`src/rtl/digest_hex_serializer.sv`:
```
// digest_hex_serializer
// Captures a hash digest on the rising edge of hash_ready and streams it as
// lowercase/uppercase ASCII hex over a valid/ready byte interface, most
// significant nibble first, with an optional trailing line feed.
// All outputs come straight from flops so the sink sees no combinational path
// from char_ready back to char_valid.

module digest_hex_serializer #(
   parameter int DIGEST_W     = 64,
   parameter int UPPERCASE    = 0,
   parameter int EMIT_NEWLINE = 1
) (
   input  logic                clk,
   input  logic                rst,
   input  logic                hash_ready,
   input  logic [DIGEST_W-1:0] digest_in,
   output logic [7:0]          char_out,
   output logic                char_valid,
   input  logic                char_ready,
   output logic                busy,
   output logic                done,
   output logic                overrun
);

   localparam int NCHARS = DIGEST_W / 4;
   localparam int IDX_W  = (NCHARS > 1) ? $clog2(NCHARS) : 1;
   localparam logic [IDX_W-1:0] LAST_IDX = IDX_W'(NCHARS - 1);
   localparam logic [IDX_W-1:0] IDX_ONE  = IDX_W'(1);
   localparam logic [7:0]       CHAR_LF  = 8'h0A;

   typedef enum logic [1:0] {
      ST_IDLE = 2'd0,
      ST_SEND = 2'd1,
      ST_EOL  = 2'd2
   } state_e;

   // Map one nibble to its printable hex character.
   function automatic logic [7:0] hex_char(input logic [3:0] nib);
      logic [7:0] c;
      if (nib < 4'd10) begin
         c = 8'h30 + {4'h0, nib};
      end else if (UPPERCASE != 0) begin
         c = 8'h37 + {4'h0, nib};   // 0x41 + (nib - 10)
      end else begin
         c = 8'h57 + {4'h0, nib};   // 0x61 + (nib - 10)
      end
      return c;
   endfunction

   // Select nibble number pos (0 = least significant) of a digest word.
   function automatic logic [3:0] nibble_at(input logic [DIGEST_W-1:0] vec,
                                            input logic [IDX_W-1:0]    pos);
      logic [3:0] nib;
      nib = 4'h0;
      for (int i = 0; i < NCHARS; i++) begin
         if (pos == IDX_W'(i)) begin
            nib = vec[4*i +: 4];
         end else begin
            nib = nib;
         end
      end
      return nib;
   endfunction

   state_e              state_q,   state_d;
   logic [IDX_W-1:0]    index_q,   index_d;
   logic [DIGEST_W-1:0] shadow_q,  shadow_d;
   logic                hr_q,      hr_d;
   logic [7:0]          char_q,    char_d;
   logic                valid_q,   valid_d;
   logic                busy_q,    busy_d;
   logic                done_q,    done_d;
   logic                overrun_q, overrun_d;

   logic start_s;
   logic xfer_s;
   logic last_s;

   assign start_s = hash_ready & ~hr_q;
   assign xfer_s  = valid_q & char_ready;
   assign last_s  = (index_q == LAST_IDX);

   // State and datapath registers; reset wins over every other event.
   always_ff @(posedge clk) begin
      if (rst) begin
         state_q   <= ST_IDLE;
         index_q   <= '0;
         shadow_q  <= '0;
         hr_q      <= 1'b1;   // a level already high at release is not an edge
         char_q    <= 8'h00;
         valid_q   <= 1'b0;
         busy_q    <= 1'b0;
         done_q    <= 1'b0;
         overrun_q <= 1'b0;
      end else begin
         state_q   <= state_d;
         index_q   <= index_d;
         shadow_q  <= shadow_d;
         hr_q      <= hr_d;
         char_q    <= char_d;
         valid_q   <= valid_d;
         busy_q    <= busy_d;
         done_q    <= done_d;
         overrun_q <= overrun_d;
      end
   end

   // Next-state selection: IDLE -> SEND on an edge, SEND walks the nibbles,
   // EOL holds the line feed until it is taken.
   always_comb begin
      state_d = state_q;
      case (state_q)
         ST_IDLE: begin
            if (start_s) begin
               state_d = ST_SEND;
            end else begin
               state_d = ST_IDLE;
            end
         end
         ST_SEND: begin
            if (xfer_s && last_s) begin
               if (EMIT_NEWLINE != 0) begin
                  state_d = ST_EOL;
               end else begin
                  state_d = ST_IDLE;
               end
            end else begin
               state_d = ST_SEND;
            end
         end
         ST_EOL: begin
            if (xfer_s) begin
               state_d = ST_IDLE;
            end else begin
               state_d = ST_EOL;
            end
         end
         default: begin
            state_d = ST_IDLE;
         end
      endcase
   end

   // Output and datapath next values: the character for the next cycle is
   // prepared here so that char_out/char_valid leave the block from flops.
   always_comb begin
      shadow_d  = shadow_q;
      index_d   = index_q;
      char_d    = char_q;
      valid_d   = valid_q;
      busy_d    = busy_q;
      done_d    = 1'b0;
      hr_d      = hash_ready;

      // An edge arriving while a stream is in flight is dropped but remembered.
      if (start_s && (state_q != ST_IDLE)) begin
         overrun_d = 1'b1;
      end else begin
         overrun_d = overrun_q;
      end

      case (state_q)
         ST_IDLE: begin
            if (start_s) begin
               shadow_d = digest_in;
               index_d  = '0;
               char_d   = hex_char(nibble_at(digest_in, LAST_IDX));
               valid_d  = 1'b1;
               busy_d   = 1'b1;
            end else begin
               valid_d  = 1'b0;
               busy_d   = 1'b0;
            end
         end
         ST_SEND: begin
            if (xfer_s) begin
               if (last_s) begin
                  if (EMIT_NEWLINE != 0) begin
                     char_d  = CHAR_LF;
                  end else begin
                     valid_d = 1'b0;
                     busy_d  = 1'b0;
                     done_d  = 1'b1;
                  end
               end else begin
                  index_d = index_q + IDX_ONE;
                  char_d  = hex_char(nibble_at(shadow_q, LAST_IDX - index_q - IDX_ONE));
               end
            end else begin
               char_d = char_q;   // hold while the sink stalls
            end
         end
         ST_EOL: begin
            if (xfer_s) begin
               valid_d = 1'b0;
               busy_d  = 1'b0;
               done_d  = 1'b1;
            end else begin
               char_d  = CHAR_LF;
            end
         end
         default: begin
            valid_d = 1'b0;
            busy_d  = 1'b0;
         end
      endcase
   end

   assign char_out   = char_q;
   assign char_valid = valid_q;
   assign busy       = busy_q;
   assign done       = done_q;
   assign overrun    = overrun_q;

endmodule

```
`config.mk`:
```
export PLATFORM = sky130hd
export DESIGN_NAME = digest_hex_serializer
export DESIGN_NICKNAME = d
export VERILOG_FILES = /design/src/rtl/digest_hex_serializer.sv
export SDC_FILE = /design/constraint.sdc
export NUM_CORES = 1
export LEC_CHECK = 0
export CORE_MARGIN = 4
export CORE_UTILIZATION = 35
export DETAILED_ROUTE_END_ITERATION = 10
export DONT_BUFFER_PORTS = 1
export GPL_ROUTABILITY_DRIVEN = 0
export PLACE_DENSITY_LB_ADDON = 0.2
export SLEW_MARGIN = 20
export SYNTH_ARGS = -nofsm -noshare
export SYNTH_HDL_FRONTEND = slang
export SYNTH_SLANG_ARGS = --single-unit
export TNS_END_PERCENT = 30
```
`constraint.sdc`:
```
create_clock -name clk -period 6.15 [get_ports clk]
set_input_delay 0.615 -clock clk [delete_from_list [all_inputs] [get_ports clk]]
set_output_delay 0.615 -clock clk [all_outputs]
set_load 0.05 [all_outputs]
```
# Word-level counts from Yosys, hierarchy flattened
# Index checks and enable logic that the tools add are counted.
dict set report totals {
  in_bits 68
  elab_cells 97
  out_inout_bits 12
  ff_bits 82
}
dict set report op_classes {
  n_reduce_logical 12
  eq_ne 23
  n_bitwise 5
  addsub 7
  n_lt_le_gt_ge 2
  muxes 40
}
# op n
set ops {}
lappend ops {{2-to-1 mux 4 bit} 24}
lappend ops {{2-to-1 mux 8 bit} 6}
lappend ops {{equality test 4 bit, second input constant} 9}
lappend ops {{one-hot mux 8 bit (3 select lines)} 1}
lappend ops {{adder 7 x 4 -> 8 bit, first input constant} 2}
lappend ops {{equality test 4 x 3 -> 1 bit, second input constant} 4}
lappend ops {{adder 6 x 4 -> 7 bit, first input constant} 2}
lappend ops {{!= test 2 bit, second input constant} 5}
lappend ops {{equality test 4 x 2 -> 1 bit, second input constant} 2}
lappend ops {{< comparator 4 bit, second input constant} 2}
lappend ops {{one-hot mux 4 bit (2 select lines)} 1}
lappend ops {{AND reduction 4 bit} 2}
lappend ops {{one-hot mux 2 bit (3 select lines)} 1}
lappend ops {{adder 4 x 1 -> 4 bit, second input constant} 1}
lappend ops {{equality test 4 x 1 -> 1 bit, second input constant} 1}
lappend ops {{zero test 4 bit} 1}
lappend ops {{2-to-1 mux 1 bit} 4}
lappend ops {{2-to-1 mux 2 bit} 2}
lappend ops {{AND reduction 2 bit} 2}
lappend ops {{nonzero test 2 bit} 2}
lappend ops {{subtractor 4 x 1 -> 4 bit, second input constant} 1}
lappend ops {{subtractor 4 bit, first input constant} 1}
lappend ops {{inverter 1 bit} 3}
lappend ops {{one-hot mux 1 bit (3 select lines)} 1}
lappend ops {{7 further kinds} 9}

# Longest topological paths before layout
# Gate-level depths: netlist of run 1.
dict set report logic_depth {
  depth_word 27
  depth_mapped 15
  mapped_depth_nobuf 13
}

# Worst setup path after synthesis of run 1
# Ideal clock, no wire load.
dict set report synth_timing {
  kind {register to register}
  start {reg index_q[1]}
  end {reg char_q[1] (netlist: char_out[1])}
  path_stages_with_launch 16
  setup_time_ns 0.092
  period_less_slack_ns 2.704
  n_path_buf 3
  arrival_time_ns 2.612
  setup_slack_ns 3.446
  required_ns 6.058
  path_cell_list {dfxtp_1 buf_4 inv_1 ha_1 buf_4 clkbuf_1 nand3_1 a2111oi_0 a21oi_1 o21a_1 o31ai_1 inv_1 ha_1 nand3_1 nor2_1 o32ai_1}
}
dict set report synth_via {
  elab_chain_len 27
  elab_cells_between_ends 45
  cone_classes {4 x add/sub; 1 x order compare; 16 x eq/ne; 23 x mux; 1 x reduce/logical}
}
# element line
set synth_rtl {}
lappend synth_rtl {{from (decl)} 66} ;# logic [IDX_W-1:0] index_q, index_d;
lappend synth_rtl {{from (signal assigned)} 97} ;# index_q <= index_d;
lappend synth_rtl {{subtractor 4 bit} 187} ;# char_d = hex_char(nibble_at(shadow_q, LAST_IDX - index_q - IDX_ONE));
lappend synth_rtl {{subtractor 4 x 1 -> 4 bit} 187}
lappend synth_rtl {{zero test 4 bit} 56} ;# if (pos == IDX_W'(i)) begin
lappend synth_rtl {{2-to-1 mux 4 bit (16 in series)} 56}
lappend synth_rtl {{2-to-1 mux 4 bit} 177} ;# if (last_s) begin
lappend synth_rtl {{2-to-1 mux 4 bit} 176} ;# if (xfer_s) begin
lappend synth_rtl {{2-to-1 mux 4 bit} 162} ;# case (state_q)
lappend synth_rtl {{adder 7 x 4 -> 8 bit (tied with other cells)} 45} ;# c = 8'h57 + {4'h0, nib};
lappend synth_rtl {{2-to-1 mux 8 bit} 40} ;# if (nib < 4'd10) begin
lappend synth_rtl {{2-to-1 mux 8 bit (*)} 177}
lappend synth_rtl {{2-to-1 mux 8 bit (*)} 176}
lappend synth_rtl {{one-hot mux 8 bit (3 select lines) (*)} 162}
lappend synth_rtl {{to (signal assigned)} 100} ;# char_q <= char_d;
lappend synth_rtl {{to (decl)} 69} ;# logic [7:0] char_q, char_d;
# Mark *: on every way between the ends. The rest lies on a longest branch, timed or not. The select of a mux whose other input is x is not followed.
# A chain may end at the register's enable or synchronous reset.

# Worst setup path after layout of run 1
# Same ends and word-level chain as after synthesis.

==> flow_summary.yaml, run 1 <==
outcome:
  status: "finished clean"
logic_synthesis:
  avgSynthCellArea_um2: 7.36
  synth_fp_nets: 674
  synthTopCellsByArea: "dfxtp_1, nand2_1, a21oi_1"
  synth_seq_cells: 81
  synth_area_leader_cell: "dfxtp_1"
  synth_warnings: 0
  yosysSeqAreaShare_pct: 36.9
  ys.flop_type: "dfxtp_1"
  synth_area_um2: 4390
  synth.distinct_cells: 72
  syn_inst: 596
  synthArstFlopShare_pct: 0
  synth_top_cell_area_share_pct: 36.9
  synth-edff-count: 0
worst_setup_path:
  cp_max_fo: 31
  required_ns: 6.41
  arrival_ns: 3.86
  end_kind: "register"
  critPathKind: "register to register"
  worstSetupStartpointType: "register"
power:
  power_mw: 1.15
  swShare_pct: 25.4
  p_leak_nw: 1.53
  clock_power_share_pct: 43.9
  p_comb_share_pct: 6.2
  seqPwrFrac_pct: 49.9
  power_density_nw_per_um2: 244
  p_sw_mw: 0.291
  ir_worst_vdd_uv: 118
  p_int_mw: 0.854
sta:
  fin_tns_setup_ns: 0
  slew_headroom_pct: 27.2
  worst_pin_slew_ns: 1.09
  drv_slew: 0
  maxClockFrequency_mhz: 278
  hold_violations: 0
  period_share_pct: 58.5
  fin_crit_ns: 3.60
  grt_setup_unrepaired: "false"
  setup_viol: 0
  fin_skew_ns: 0.00771
global_routing:
  grt.total_usage_pct: 17.9
  grt_max_degree: 85
  grt_pass1_vias: 3862
  grt_first_pass_wirelength_um: 20400
  antenna_found_initial: 0
  grt.overflow.total: 0
clock_tree:
  post_cts_buffers: 0
  cts_resized: 0
  root_buffer: "clkbuf_16"
  clk_pin_slew_ns: 0.06
  clk-insertion-delay-late_ns: 0.35
  cts_made_buffers: 9
  postCtsHoldBufs: 0
  htreeDepth: 3
  clock_sinks: 81
  clock_path_buffers: 2
  cts_tree: "yes"
hold_path:
  hold_path_class: "primary input to register"
route:
  antenna_left: 0
  firstDrtPassIters: 4
  drtIter0Drc: 342
  vias_per_cell: 5.53
  totalWireLength_um: 12800
  drc: 0
  via_count: 4094
  wl_per_cell_um: 17.3
run:
  drv_cap: 0
placement:
  placed_area_um2: 4420
  port_buffers: 0
  place.detailed.hpwl_um: 9060
  dp.cells: 724
cells_and_area:
  fin_cells: 740
  drive_gt1_share_pct: 6.82
  insertedDiodeCount: 0
  final_util_pct: 38.6
  final_area_um2: 4700
  layout.nets: 645
  area_delta_synth_final_pct: 7.07
die:
  die_w_um: 120
  die_area_um2: 14400
  num_rows: 40
  die_y_um: 120
  ios: 80
  core-area_um2: 12200
  start_util_pct: 36.1
==> final timing paths <==
path	to	slack, ns	depth (start not counted)	from
min	char_out[5]	0.34	1	rst
min reg2reg	shadow_q[53]	0.45	2	shadow_q[53]
max	char_out[1]	2.55	11	index_q[1]
max reg2reg	char_out[1]	2.55	11	index_q[1]
==> worst max-delay path: stages (launching register included) <==
cell and delay (ns):
dfxtp_1 0.58, ha_1 0.94, nor3b_4 0.45, a31oi_4 0.11
a21oi_1 0.16, a221oi_1 0.07, o31ai_1 0.44, inv_1 0.09
ha_1 0.28, nand3_1 0.06, nor2_1 0.05, o32ai_1 0.26
==> sequential cells by signal (all words and copies together), names as in the netlist <==
name / cells
busy: 1
hr_q: 1
shadow_q: 64
state_q: 2
index_q: 4
char_out: 7
done: 1
overrun: 1
==> area by class of cell <==
cell class,count,area (µm²)
Inverter,13,48.8
Tap cell,168,210
Clock inverter,4,28.8
Fill cell,1312,7460
Timing Repair Buffer,3,22.5
Multi-Input combinational cell,459,2520
Clock buffer,12,246
Sequential cell,81,1620
==> Yosys cell counts (2+ instances only) <==
cell type / instances
a21o_1: 4
dfxtp_1: 81
o21ai_0: 14
o32ai_1: 2
a21boi_0: 2
a21oi_1: 93
buf_2: 6
a211oi_1: 6
a211o_1: 2
o211a_1: 2
buf_4: 9
nor2_1: 26
a2bb2oi_1: 2
nand2b_1: 10
inv_1: 12
a211oi_2: 3
buf_1: 8
nand4_1: 3
ha_1: 10
or3_1: 2
and3b_1: 3
nor3b_2: 2
a31oi_1: 4
nand3_1: 15
nor3b_1: 2
a22oi_1: 3
o22ai_1: 7
o211ai_1: 5
nand2_1: 168
or2_2: 3
and2_1: 2
and3_1: 3
nor3_1: 11
a21boi_2: 2
a2111oi_0: 2
a221oi_1: 3
clkbuf_1: 20
nor2b_1: 6
nand3b_1: 3
o311ai_0: 3
==> power groups by stage <==
stage	registers, mW	logic [mW]	clock network (mW)
3_3_place_gp	0.583	0.0705	0
4_1_cts	0.572	0.0721	0.515
3_5_place_dp	0.583	0.0719	0
6_report	0.572	0.0715	0.502
5_1_grt	0.573	0.0820	0.537
2_1_floorplan	0.576	0.0671	0
==> cells by family after synthesis <==
| group | Yosys count | synth area share (%) |
|---|---|---|
| AO/OA/AOI/OAI | 177 | 25.9 |
| adder cells (fa/ha/maj) | 10 | 2.85 |
| XOR/XNOR | 1 | 0.200 |
| multiplexers | 2 | 0.485 |
| AND/OR/NAND/NOR | 268 | 27.9 |
| other | 1 | 0.0854 |
| buffers and inverters | 56 | 5.73 |
| flip-flops | 81 | 36.9 |
==> layer usage <==
metal  vias up  GRT usage (%)  routed length, µm
met5         -              0                  0
li1       2011              -                  -
met1      1952           24.2               6070
met3        19           6.36                812
met2       112           26.5               5720
met4         0           5.73                225
==> metrics by stage <==
step                setup slack (ns)  hold slack (ns)
floorplan                       3.45            0.431
global placement                2.68            0.441
detailed placement              2.60            0.436
CTS                             2.56            0.321
global route                    2.34            0.319
finish                          2.55            0.337
==> layout by cell type, fill, tap and decap left out, types with 3 or more instances in the layout <==
cell       count
a211oi_1       6
a211oi_2       3
a21o_1         4
a21oi_1       93
a221oi_1       3
a22oi_1        3
a31oi_1        4
and3_1         3
and3b_1        3
buf_4          3
clkbuf_16      9
dfxtp_1       81
ha_1          10
inv_1         12
nand2_1      167
nand2b_1      10
nand3_1       15
nand3b_1       3
nand4_1        3
nor2_1        26
nor2b_1        6
nor3_1        11
o211ai_1       5
o21ai_0       14
o22ai_1        7
o311ai_0       3
or2_2          3
(Power assumes the default switching activity.)
==> run 2, diff against run 1 <==
==> constraint.sdc (replaced) <==
create_clock -name clk -period 3.09 [get_ports clk]
set_input_delay 0.309 -clock clk [delete_from_list [all_inputs] [get_ports clk]]
set_output_delay 0.309 -clock clk [all_outputs]
set_load 0.05 [all_outputs]
==> run 2 against run 1 <==
Effect of this change:
- final cell count is 3.0% higher
- register-to-register slack worse by 2.4 ns
- setup slack worse by 2.4 ns
- largest cell class unchanged
- highest routed layer unchanged
==> flow_summary.yaml, run 2 (same netlist as run 1, synthesis figures left out) <==
route:
  vias_per_cell: 5.43
  totalWireLength_um: 13000
  drc: 0
  wl_per_cell_um: 17.1
  antenna_left: 0
  drtIter0Drc: 288
  via_count: 4138
  firstDrtPassIters: 6
die:
  die_y_um: 120
  die_w_um: 120
  core-area_um2: 12200
  die_area_um2: 14400
  start_util_pct: 36.1
  ios: 80
  num_rows: 40
sta:
  worst_pin_slew_ns: 0.651
  fin_tns_setup_ns: 0
  setup_viol: 0
  drv_slew: 0
  period_share_pct: 94.7
  fin_crit_ns: 2.92
  grt_setup_unrepaired: "false"
  maxClockFrequency_mhz: 342
  slew_headroom_pct: 56.4
  hold_violations: 0
  fin_skew_ns: 0.00696
cells_and_area:
  layout_common_cells: "nand2_1, a21oi_1, dfxtp_1"
  largest_reg_flops: 64
  insertedDiodeCount: 0
  final_util_pct: 40.4
  fin_cells: 762
  num-fill-cells: 1302
  largest-register: "shadow_q"
  layout.nets: 667
  area_delta_synth_final_pct: 12.0
  layout_commonest_cell: "nand2_1"
  drive_gt1_share_pct: 11.6
global_routing:
  grt.overflow.total: 0
  antenna_found_initial: 0
  grt_first_pass_wirelength_um: 20800
  grt.total_usage_pct: 18.1
  grt_max_degree: 85
  grt_pass1_vias: 3951
power:
  ir_worst_vdd_uv: 287
  p_leak_nw: 1.65
  power_mw: 2.28
  power_density_nw_per_um2: 464
hold_path:
  min_to: "index_q[1]"
  hp-start: "rst"
  hold_path_class: "primary input to register"
  hold_depth: 1
clock_tree:
  clk_pin_slew_ns: 0.06
  root_buffer: "clkbuf_16"
  clk-insertion-delay-late_ns: 0.34
  clock_path_buffers: 2
  cts_made_buffers: 9
  htreeDepth: 3
  cts_tree: "yes"
  clock_sinks: 81
worst_setup_path:
  reg2regPathDepth: 11
  critPathKind: "register to register"
  cpMaxStageDelayCell: "or4b_1"
  cp_num_buf_inv: 2
  r2r_slack_ns: 0.17
  end_kind: "register"
  r2r_end: "char_out[0]"
  r2r-start: "index_q[0]"
  worstSetupStartpointType: "register"
  cp_max_fo: 11
  path_delay_family: "compound AO/OA/AOI/OAI gates"
  crit_chain: "inv_1, ha_1, buf_4, a21oi_1, a2bb2oi_2, nand2_1, a221o_1, a211oi_4, nor3b_2, or4b_1, o311ai_1"
  arrival_ns: 3.17
  required_ns: 3.34
  slowest_delay_ns: 0.49
outcome:
  status: "finished clean"
placement:
  dp.cells: 746
  place.detailed.hpwl_um: 9770
  port_buffers: 0
run:
  drv_cap: 0
-- run 2: cell count changes in the layout (fill, tap and decap cells not counted), sizes merged --
cell | before | now
clkinvlp | 2 | 1
clkbuf | 12 | 14
clkinv | 2 | 1
buf | 3 | 25
-- run 2: worst max-delay path by stage --
stage | end | cells after the start | slack (ns) | from
floorplan | char_out[1] | 15 | 0.39 | index_q[1]
global placement | char_out[2] | 11 | 0.03 | index_q[0]
detailed placement | char_out[0] | 10 | -0.06 | index_q[0]
CTS | char_out[2] | 13 | 0.06 | index_q[1]
global route | char_out[0] | 11 | 0.02 | index_q[0]
finish | char_out[0] | 11 | 0.17 | index_q[0]
-- run 2: final cells by class --
type / count / area [µm²] / area share, %
flip-flops and latches: 81 / 1630 / 33.1
well taps: 168 / 210 / 4.27
repair buffers: 25 / 200 / 4.07
multi-input cells: 459 / 2550 / 52.0
clock buffers: 14 / 264 / 5.37
inverters: 13 / 48.8 / 0.992
clock inverters: 2 / 12.5 / 0.254
-- run 2: routing by layer --
layer / vias up / track usage [%] / share of wire, %
met5: - / 0 / 0
met4: 0 / 5.44 / 1.4
met3: 13 / 4.90 / 6.2
met2: 121 / 27.6 / 45
met1: 1946 / 24.9 / 47
li1: 2058 / - / -
-- run 2: metrics by stage --
step	worst slack [ns]	hold WS [ns]	cell area, µm²
2_1_floorplan	0.386	0.416	4390
3_3_place_gp	0.0323	0.387	4600
3_5_place_dp	-0.0607	0.389	4600
4_1_cts	0.0641	0.0145	4880
5_1_grt	0.0167	0.0244	4920
6_report	0.165	0.0329	4920
-- run 2: where the power goes --
group	internal, mW	switching [mW]
logic	0.0577	0.0957
clock network	0.587	0.406
registers	1.08	0.0529
total	1.73	0.555
-- run 2: what timing repair did --
item | 4_1_cts | 5_1_grt
hold buffers | 0 | 0
hold endpoints to repair | 0 | 0
gates resized for setup | 2 | 9
setup endpoints to repair | 3 | 6
setup buffers | 0 | 0
pin swaps | 0 | 1
